$ cat config.mk
export PLATFORM = sky130hd
export DESIGN_NAME = crc_stream
export DESIGN_NICKNAME = d
export VERILOG_FILES = /design/src/rtl/crc_stream.sv
export SDC_FILE = /design/constraint.sdc
export NUM_CORES = 1
export LEC_CHECK = 0
export CAP_MARGIN = 20
export CORE_ASPECT_RATIO = 0.7
export CORE_MARGIN = 3
export CORE_UTILIZATION = 35
export CTS_CLUSTER_SIZE = 20
export DETAILED_ROUTE_END_ITERATION = 10
export PLACE_DENSITY = 0.59
export SKIP_CTS_REPAIR_TIMING = 1
export SYNTH_ARGS = -nofsm -noshare
export SYNTH_HDL_FRONTEND = slang
export SYNTH_SLANG_ARGS = --single-unit
$ cat constraint.sdc
create_clock -name clock -period 2.4 [get_ports clock]
set_input_delay 0.48 -clock clock [delete_from_list [all_inputs] [get_ports clock]]
set_output_delay 0.48 -clock clock [all_outputs]
set_load 0.01 [all_outputs]
$ cat src/rtl/crc_stream.sv
// Frame-aware streaming CRC engine, MSB-first, one word per clock.
// Registered result, residue check and frame/error statistics.
module crc_stream #(
    parameter int               CRC_W   = 16,
    parameter logic [CRC_W-1:0] POLY    = 16'h1DB7,
    parameter logic [CRC_W-1:0] INIT    = 16'hFFFF,
    parameter logic [CRC_W-1:0] XOROUT  = 16'h0000,
    parameter logic [CRC_W-1:0] RESIDUE = 16'h0000,
    parameter int               DATA_W  = 8,
    parameter int               CNT_W   = 16,
    localparam int              NBYTES  = DATA_W / 8,
    localparam int              NB_W    = $clog2(NBYTES) + 1
) (
    input  logic              clock,
    input  logic              reset,
    input  logic              s_valid,
    input  logic              s_first,
    input  logic              s_last,
    input  logic [DATA_W-1:0] s_data,
    input  logic [NB_W-1:0]   s_nbytes,
    output logic              crc_valid,
    output logic [CRC_W-1:0]  crc_out,
    output logic              check_ok,
    output logic              busy,
    output logic [CNT_W-1:0]  frame_cnt,
    output logic [CNT_W-1:0]  err_cnt,
    output logic              abort
);

    typedef enum logic {
        IDLE,
        FRAME
    } state_t;

    state_t           state;
    state_t           state_nx;
    logic [CRC_W-1:0] crc_q;
    logic [CRC_W-1:0] crc_nx;
    logic [CRC_W-1:0] upd;
    logic [NB_W-1:0]  nb;
    logic             done;
    logic             ab;
    logic             err;

    // Advance the register over the first n bytes of d, MSB of each byte first.
    function automatic logic [CRC_W-1:0] crc_update(
        input logic [CRC_W-1:0] c_in,
        input logic [DATA_W-1:0] d,
        input logic [NB_W-1:0] n
    );
        logic [CRC_W-1:0] c;
        logic             fb;
        c = c_in;
        for (int b = 0; b < NBYTES; b++) begin
            if (b < int'(n)) begin
                for (int j = 0; j < 8; j++) begin
                    fb = c[CRC_W-1] ^ d[DATA_W-1-8*b-j];
                    c  = {c[CRC_W-2:0], 1'b0};
                    if (fb) c = c ^ POLY;
                end
            end
        end
        return c;
    endfunction

    // Effective byte count: partial only on a last word; zero or overrange means full.
    always_comb begin
        nb = NB_W'(NBYTES);
        if (s_last && s_nbytes != '0 && int'(s_nbytes) <= NBYTES)
            nb = s_nbytes;
    end

    // Next-state, next-register and per-cycle event decode.
    always_comb begin
        state_nx = state;
        crc_nx   = crc_q;
        done     = 1'b0;
        ab       = 1'b0;
        err      = 1'b0;
        upd      = crc_update(s_first ? INIT : crc_q, s_data, nb);
        unique case (state)
            IDLE: begin
                if (s_valid) begin
                    if (s_first) begin
                        crc_nx = upd;
                        if (s_last) done = 1'b1;
                        else state_nx = FRAME;
                    end else begin
                        err = 1'b1;
                    end
                end
            end
            FRAME: begin
                if (s_valid) begin
                    crc_nx = upd;
                    if (s_first) begin
                        ab  = 1'b1;
                        err = 1'b1;
                    end
                    if (s_last) begin
                        done     = 1'b1;
                        state_nx = IDLE;
                    end
                end
            end
            default: state_nx = IDLE;
        endcase
    end

    // State and running CRC register.
    always_ff @(posedge clock) begin
        if (reset) begin
            state <= IDLE;
            crc_q <= INIT;
        end else begin
            state <= state_nx;
            crc_q <= crc_nx;
        end
    end

    // Registered result, pulses and statistics.
    always_ff @(posedge clock) begin
        if (reset) begin
            crc_valid <= 1'b0;
            crc_out   <= '0;
            check_ok  <= 1'b0;
            busy      <= 1'b0;
            frame_cnt <= '0;
            err_cnt   <= '0;
            abort     <= 1'b0;
        end else begin
            crc_valid <= done;
            abort     <= ab;
            busy      <= (state_nx == FRAME);
            if (done) begin
                crc_out   <= upd ^ XOROUT;
                check_ok  <= (upd == RESIDUE);
                frame_cnt <= frame_cnt + CNT_W'(1);
            end
            if (err && err_cnt != '1)
                err_cnt <= err_cnt + CNT_W'(1);
        end
    end

endmodule

==> metrics.txt, run 1 <==
Area Overhead vs Synth 46.3%; sequential element share of the synthesized area approximately 40%; top-count cell post-synth nor2_1; global route overflow 0; area of the multi-input gates 2150 um2; total clock sinks 68; Max Slew Vio Count 0; initial core utilization between 30% and 40%; Clock Path Buffers 2; global-route wire length before repair 14200 um; clock skew between 0.004 and 0.005 ns; drt drc 0; drt wl/cell between 10 and 15 um; ant diodes 0; vias in the first global route approximately 2800; CP max stage delay between 0.4 and 0.5 ns; initial antenna violation count 0; peak supply drop about 0.45 mV; total CTS buffers 9; row cnt 29; TritonCTS clock tree built; Max-cap violations 0; Setup-failing EPs final 0; fill count around 850; Slew @ Worst Pin roughly 0.64 ns; Tcrit/Tclk final 96.7%; worst path required time around 2.6 ns; Post-Syn Nets 404; EDFF count, synth 0; Die Y 89.5 um; Netlist Area Pre-Place between 3000 and 4000 um2; #FFs+latches synth 68; maximum clock rate 0.431 GHz; Worst Slack Setup Final 0.0793 ns; Worst-path clk slew approximately 0.060 ns; total chip power between 4 and 5 mW; Post-synth ARST share 0%; Yosys top cell area share slightly below 40%; Slew headroom 57.0%; # port buffers 64; leakage 2.09 nW; DP Worst Slack -0.513 ns; CP max FO 10; vias per cell roughly 4.8; Final nets between 500 and 600; family with the most delay on the worst path XOR/XNOR gates; PwrDens 975 nW/um2; pin count of the biggest net entering global routing 32; Post-synth top cells 75 x nor2_1, 68 x dfxtp_1, 42 x xnor2_1; crit path buf inv count 2; # IOs 66; Mean Syn Cell Area around 9.0 um2; H-tree depth 3; Worst setup SP type input pin; distinct cell type count after synthesis between 40 and 50; critical path type in -> reg; Clock Latency Late Sink approximately 0.33 ns; Post-Syn Instances 388; Core Area 9360 um2; GRT Resource Usage Total 16.2%; Yosys warning count 0; worst min-delay path category reg -> reg; Critical Path, Cell by Cell dlymetal6s2s_1, buf_4, nor2_1, xnor2_1, xnor3_1, xnor3_2, xnor2_1, nor2_1, a211o_1; vias a little over 3000; die area ~11000 um2; first-pass iteration count of the detailed router 4; status completed; Max stage delay cell, worst path xnor3_2; largest area contributor in the netlist dfxtp_1; Hold Fails Final Rpt 0; antenna-violating nets left 0; share of post-route cells with drive strength above 1 roughly a fifth; total wire length around 9000 um; ys flop type dfxtp_1; critical path endpoint category register; dominant cells by area after synthesis dfxtp_1 39%, xnor2_1 11%, xor2_1 9.6%; placed wire-length estimate ~6700 um; DRT iter0 DRCs between 200 and 250; CTS root buffer clkbuf_16; die boundary width around 130 um; routability cong. slightly below 0.9; WP data arrival roughly 2.5 ns; register area roughly 1400 um2; Final min period between 2 and 2.5 ns
## per-layer routing
layer / global-route usage [%] / vias to the layer above / routed length [um]
met5: 0 / - / 0
met4: 3.54 / 0 / 91
met3: 6.81 / 13 / 664
met2: 23.9 / 92 / 3850
met1: 22.2 / 1409 / 4410
li1: - / 1509 / -
## sequential cells by signal, indices dropped and copies added (netlist names)
| signal | cells |
|---|---|
| crc_out | 16 |
| crc_valid | 1 |
| err_cnt | 16 |
| check_ok | 1 |
| frame_cnt | 16 |
| abort | 1 |
| busy | 1 |
| crc_q | 16 |
## cells by family after synthesis
| group | after synthesis | synth area share, % |
|---|---|---|
| AND/OR/NAND/NOR | 157 | 20.5 |
| XOR/XNOR | 90 | 26.4 |
| flip-flops | 68 | 39.1 |
| AO/OA/AOI/OAI | 41 | 8.83 |
| buffers and inverters | 25 | 3.05 |
| multiplexers | 5 | 1.44 |
| adder cells (fa/ha/maj) | 2 | 0.718 |
## layout make-up
class	instances	share of cell area [%]
inverter	2	0.147
clock inverter	6	2.18
clock buffer	10	4.69
multi-input combinational	295	42.1
tap	124	3.04
timing repair buffer	119	21.1
sequential	68	26.7
## stage by stage
step / instances / util, % / TNS [ns] / hold WS (ns) / cell area, um2
2_1_floorplan: 388 / - / 0 / 0.457 / 3480
3_3_place_gp: 603 / 48.8 / -11.60 / 0.446 / 4570
3_5_place_dp: 603 / 48.8 / -13.08 / 0.455 / 4570
4_1_cts: 619 / 52.5 / -1.34 / 0.463 / 4920
5_1_grt: 624 / 54.5 / -0.0167 / 0.486 / 5100
6_report: 624 / 54.5 / 0 / 0.460 / 5100
## power by group
part | switching (mW) | internal (mW)
sequential | 0.0845 | 1.22
combinational | 0.938 | 1.20
clock | 0.486 | 1.04
total | 1.51 | 3.46
## final timing paths
path	from	end	slack, ns	depth (start not counted)
setup / recovery	s_first	crc_q[11]$_SDFFE_PP1P_	0.08	9
hold reg to reg	crc_out[13]$_SDFFE_PP0P_	crc_out[13]$_SDFFE_PP0P_	0.46	2
setup reg to reg	crc_q[12]$_SDFFE_PP1P_	crc_q[11]$_SDFFE_PP1P_	0.09	7
hold / removal	crc_out[13]$_SDFFE_PP0P_	crc_out[13]$_SDFFE_PP0P_	0.46	2
## placed cells by master, fill, tap and decap left out, types with 2 or more instances in the layout
cell type	instances
xor2_2	3
nand2b_1	5
xnor3_1	2
buf_4	53
dlymetal6s2s_1	5
xnor3_2	4
and3_1	5
clkbuf_16	9
ha_1	2
inv_1	2
bufinv_16	3
xor2_1	35
o21a_1	2
nand3_1	13
clkdlybuf4s50_1	58
and4_1	5
a21oi_1	9
a211o_1	12
nand2_1	34
nand3b_1	2
nor3_1	5
nor2_1	75
xnor2_1	32
mux2i_1	5
dfxtp_1	68
nand4_1	4
nor2b_1	2
a211oi_1	10
xnor2_4	2
xnor2_2	11
## worst min-delay path, stage by stage (launching register included)
cell	delay, ns
dfxtp_1	0.31
nand2_1	0.05
a21oi_1	0.06
Power figures use the tool's default switching activity.
==> run 2, diff against run 1 <==
--- a/config.mk
+++ b/config.mk
@@ -11,7 +11,6 @@
 export CORE_UTILIZATION = 35
 export CTS_CLUSTER_SIZE = 20
 export DETAILED_ROUTE_END_ITERATION = 10
-export PLACE_DENSITY = 0.59
 export SKIP_CTS_REPAIR_TIMING = 1
 export SYNTH_ARGS = -nofsm -noshare
 export SYNTH_HDL_FRONTEND = slang
==> run 2 against run 1 <==
  * Global-route usage is 0.63 points lower
  * Sequential power hardly changed
  * Fmax is 1.9% lower
  * Register-to-register slack better by 0.12 ns
  * Core utilization is 0.12 points lower
  * Flip-flop and latch count stayed put
  * Highest routed layer unchanged
==> metrics.txt, run 2 (synthesis gave the netlist of run 1 again) <==
first-pass iteration count of the detailed router 4; Max Slew Vio Count 0; Core Area ~9400 um2; PwrDens around 940 nW/um2; critical path type in -> reg; critical path endpoint category register; Die Y roughly 89 um; leakage about 2.1 nW; area of the multi-input gates around 2200 um2; ant diodes 0; vias per cell between 4 and 5; initial core utilization a little under two fifths; routability cong. a little under 0.9; setup tns final 0 ns; Non-Filler Instances 623; total wire length ~8500 um; Slew @ Worst Pin 0.559 ns; row cnt 29; drt drc 0; vias in the first global route between 2000 and 3000; cell area after placement 4580 um2; CTS root buffer clkbuf_16; most common cell after layout, fill and taps aside nor2_1; Hold Fails Final Rpt 0; pin count of the biggest net entering global routing 35; share of post-route cells with drive strength above 1 ~19%; Worst-path clk slew ~0.050 ns; fill count ~840; register area about 1400 um2; total chip power approximately 4.8 mW; initial antenna violation count 0; global-route wire length before repair about 14000 um; peak supply drop about 0.47 mV; most frequent cells in the layout 75 x nor2_1, 67 x dfxtp_1, 59 x clkdlybuf4s50_1; Worst Reg-to-Reg Cells 7; Slew headroom a little over three fifths; Worst Slack Setup Final approximately 0.035 ns; TritonCTS clock tree built; # port buffers between 60 and 70; Min-Delay Path Depth 2; worst min-delay path category reg -> reg; total CTS buffers 9; die boundary width approximately 130 um; WP data arrival around 2.6 ns; vias a little under 3000; antenna-violating nets left 0; Area Overhead vs Synth 46.0%; clock skew between 0.004 and 0.005 ns; Finished Cell Area approximately 5100 um2; Worst setup SP type input pin; Clock Path Buffers 2; DRT iter0 DRCs about 150; RSZ-0062 raised after global routing true; Final nets 510; Setup-failing EPs final 0; global route overflow 0; total clock sinks slightly below 70; DP Worst Slack -0.497 ns; status completed; drt wl/cell between 10 and 15 um; # IOs 66; Max-cap violations 0; worst path required time 2.64 ns; Clock Latency Late Sink roughly 0.32 ns; placed wire-length estimate 6370 um; Final min period ~2.4 ns; CP max FO 4; Tcrit/Tclk final approximately 100%; die area 11200 um2; maximum clock rate about 0.42 GHz; GRT Resource Usage Total approximately 16%; dpl cells around 610; H-tree depth 3
[run 2: metal layers]
layer	vias to the layer above	global-route usage, %	share of wire, %
li1	1505	-	-
met1	1340	22.0	50
met2	61	23.6	44
met3	9	4.12	4.6
met4	0	4.43	1.0
met5	-	0	0
[run 2: path summary, 6_finish.rpt]
path	startpoint	to	slack (ns)
worst min-delay path	crc_out[10]$_SDFFE_PP0P_	crc_out[10]$_SDFFE_PP0P_	0.46
worst max register to register	crc_q[12]$_SDFFE_PP1P_	crc_q[12]$_SDFFE_PP1P_	0.21
worst min register to register	crc_out[10]$_SDFFE_PP0P_	crc_out[10]$_SDFFE_PP0P_	0.46
worst max-delay path	s_data[7]	check_ok$_SDFFE_PP0P_	0.04
[run 2: where the power goes]
group / switching, mW / internal [mW]
sequential: 0.0804 / 1.22
clock: 0.461 / 0.889
combinational: 0.944 / 1.18
total: 1.49 / 3.29
[run 2: final cells by class]
class	count	share of cell area (%)
tap	124	3.05
inverter	2	0.148
timing repair buffer	118	21.1
clock buffer	13	5.31
sequential	68	26.8
clock inverter	3	0.861
multi-input combinational	295	42.8
[run 2: stage by stage]
| stage | hold slack (ns) | util [%] |
|---|---|---|
| finish | 0.456 | 54.3 |
| global route | 0.489 | 54.3 |
| CTS | 0.458 | 52.3 |
| detailed placement | 0.449 | 49.0 |
| global placement | 0.446 | 49.0 |
| floorplan | 0.457 | - |
[run 2: worst max-delay path, stage by stage]
cell             delay [ns]
clkdlybuf4s50_1        0.46
xnor2_1                0.28
xnor2_2                0.20
xnor3_1                0.52
mux2i_1                0.23
o221ai_1               0.18
o31ai_2                0.26
==> run 3, diff against run 2 <==
--- a/config.mk
+++ b/config.mk
@@ -5,7 +5,6 @@
 export SDC_FILE = /design/constraint.sdc
 export NUM_CORES = 1
 export LEC_CHECK = 0
-export CAP_MARGIN = 20
 export CORE_ASPECT_RATIO = 0.7
 export CORE_MARGIN = 3
 export CORE_UTILIZATION = 35
@@ -15,3 +14,4 @@
 export SYNTH_ARGS = -nofsm -noshare
 export SYNTH_HDL_FRONTEND = slang
 export SYNTH_SLANG_ARGS = --single-unit
+export TNS_END_PERCENT = 100
==> results of run 3 <==
The final DEF is identical to that of run 2; final timing and power are the same.
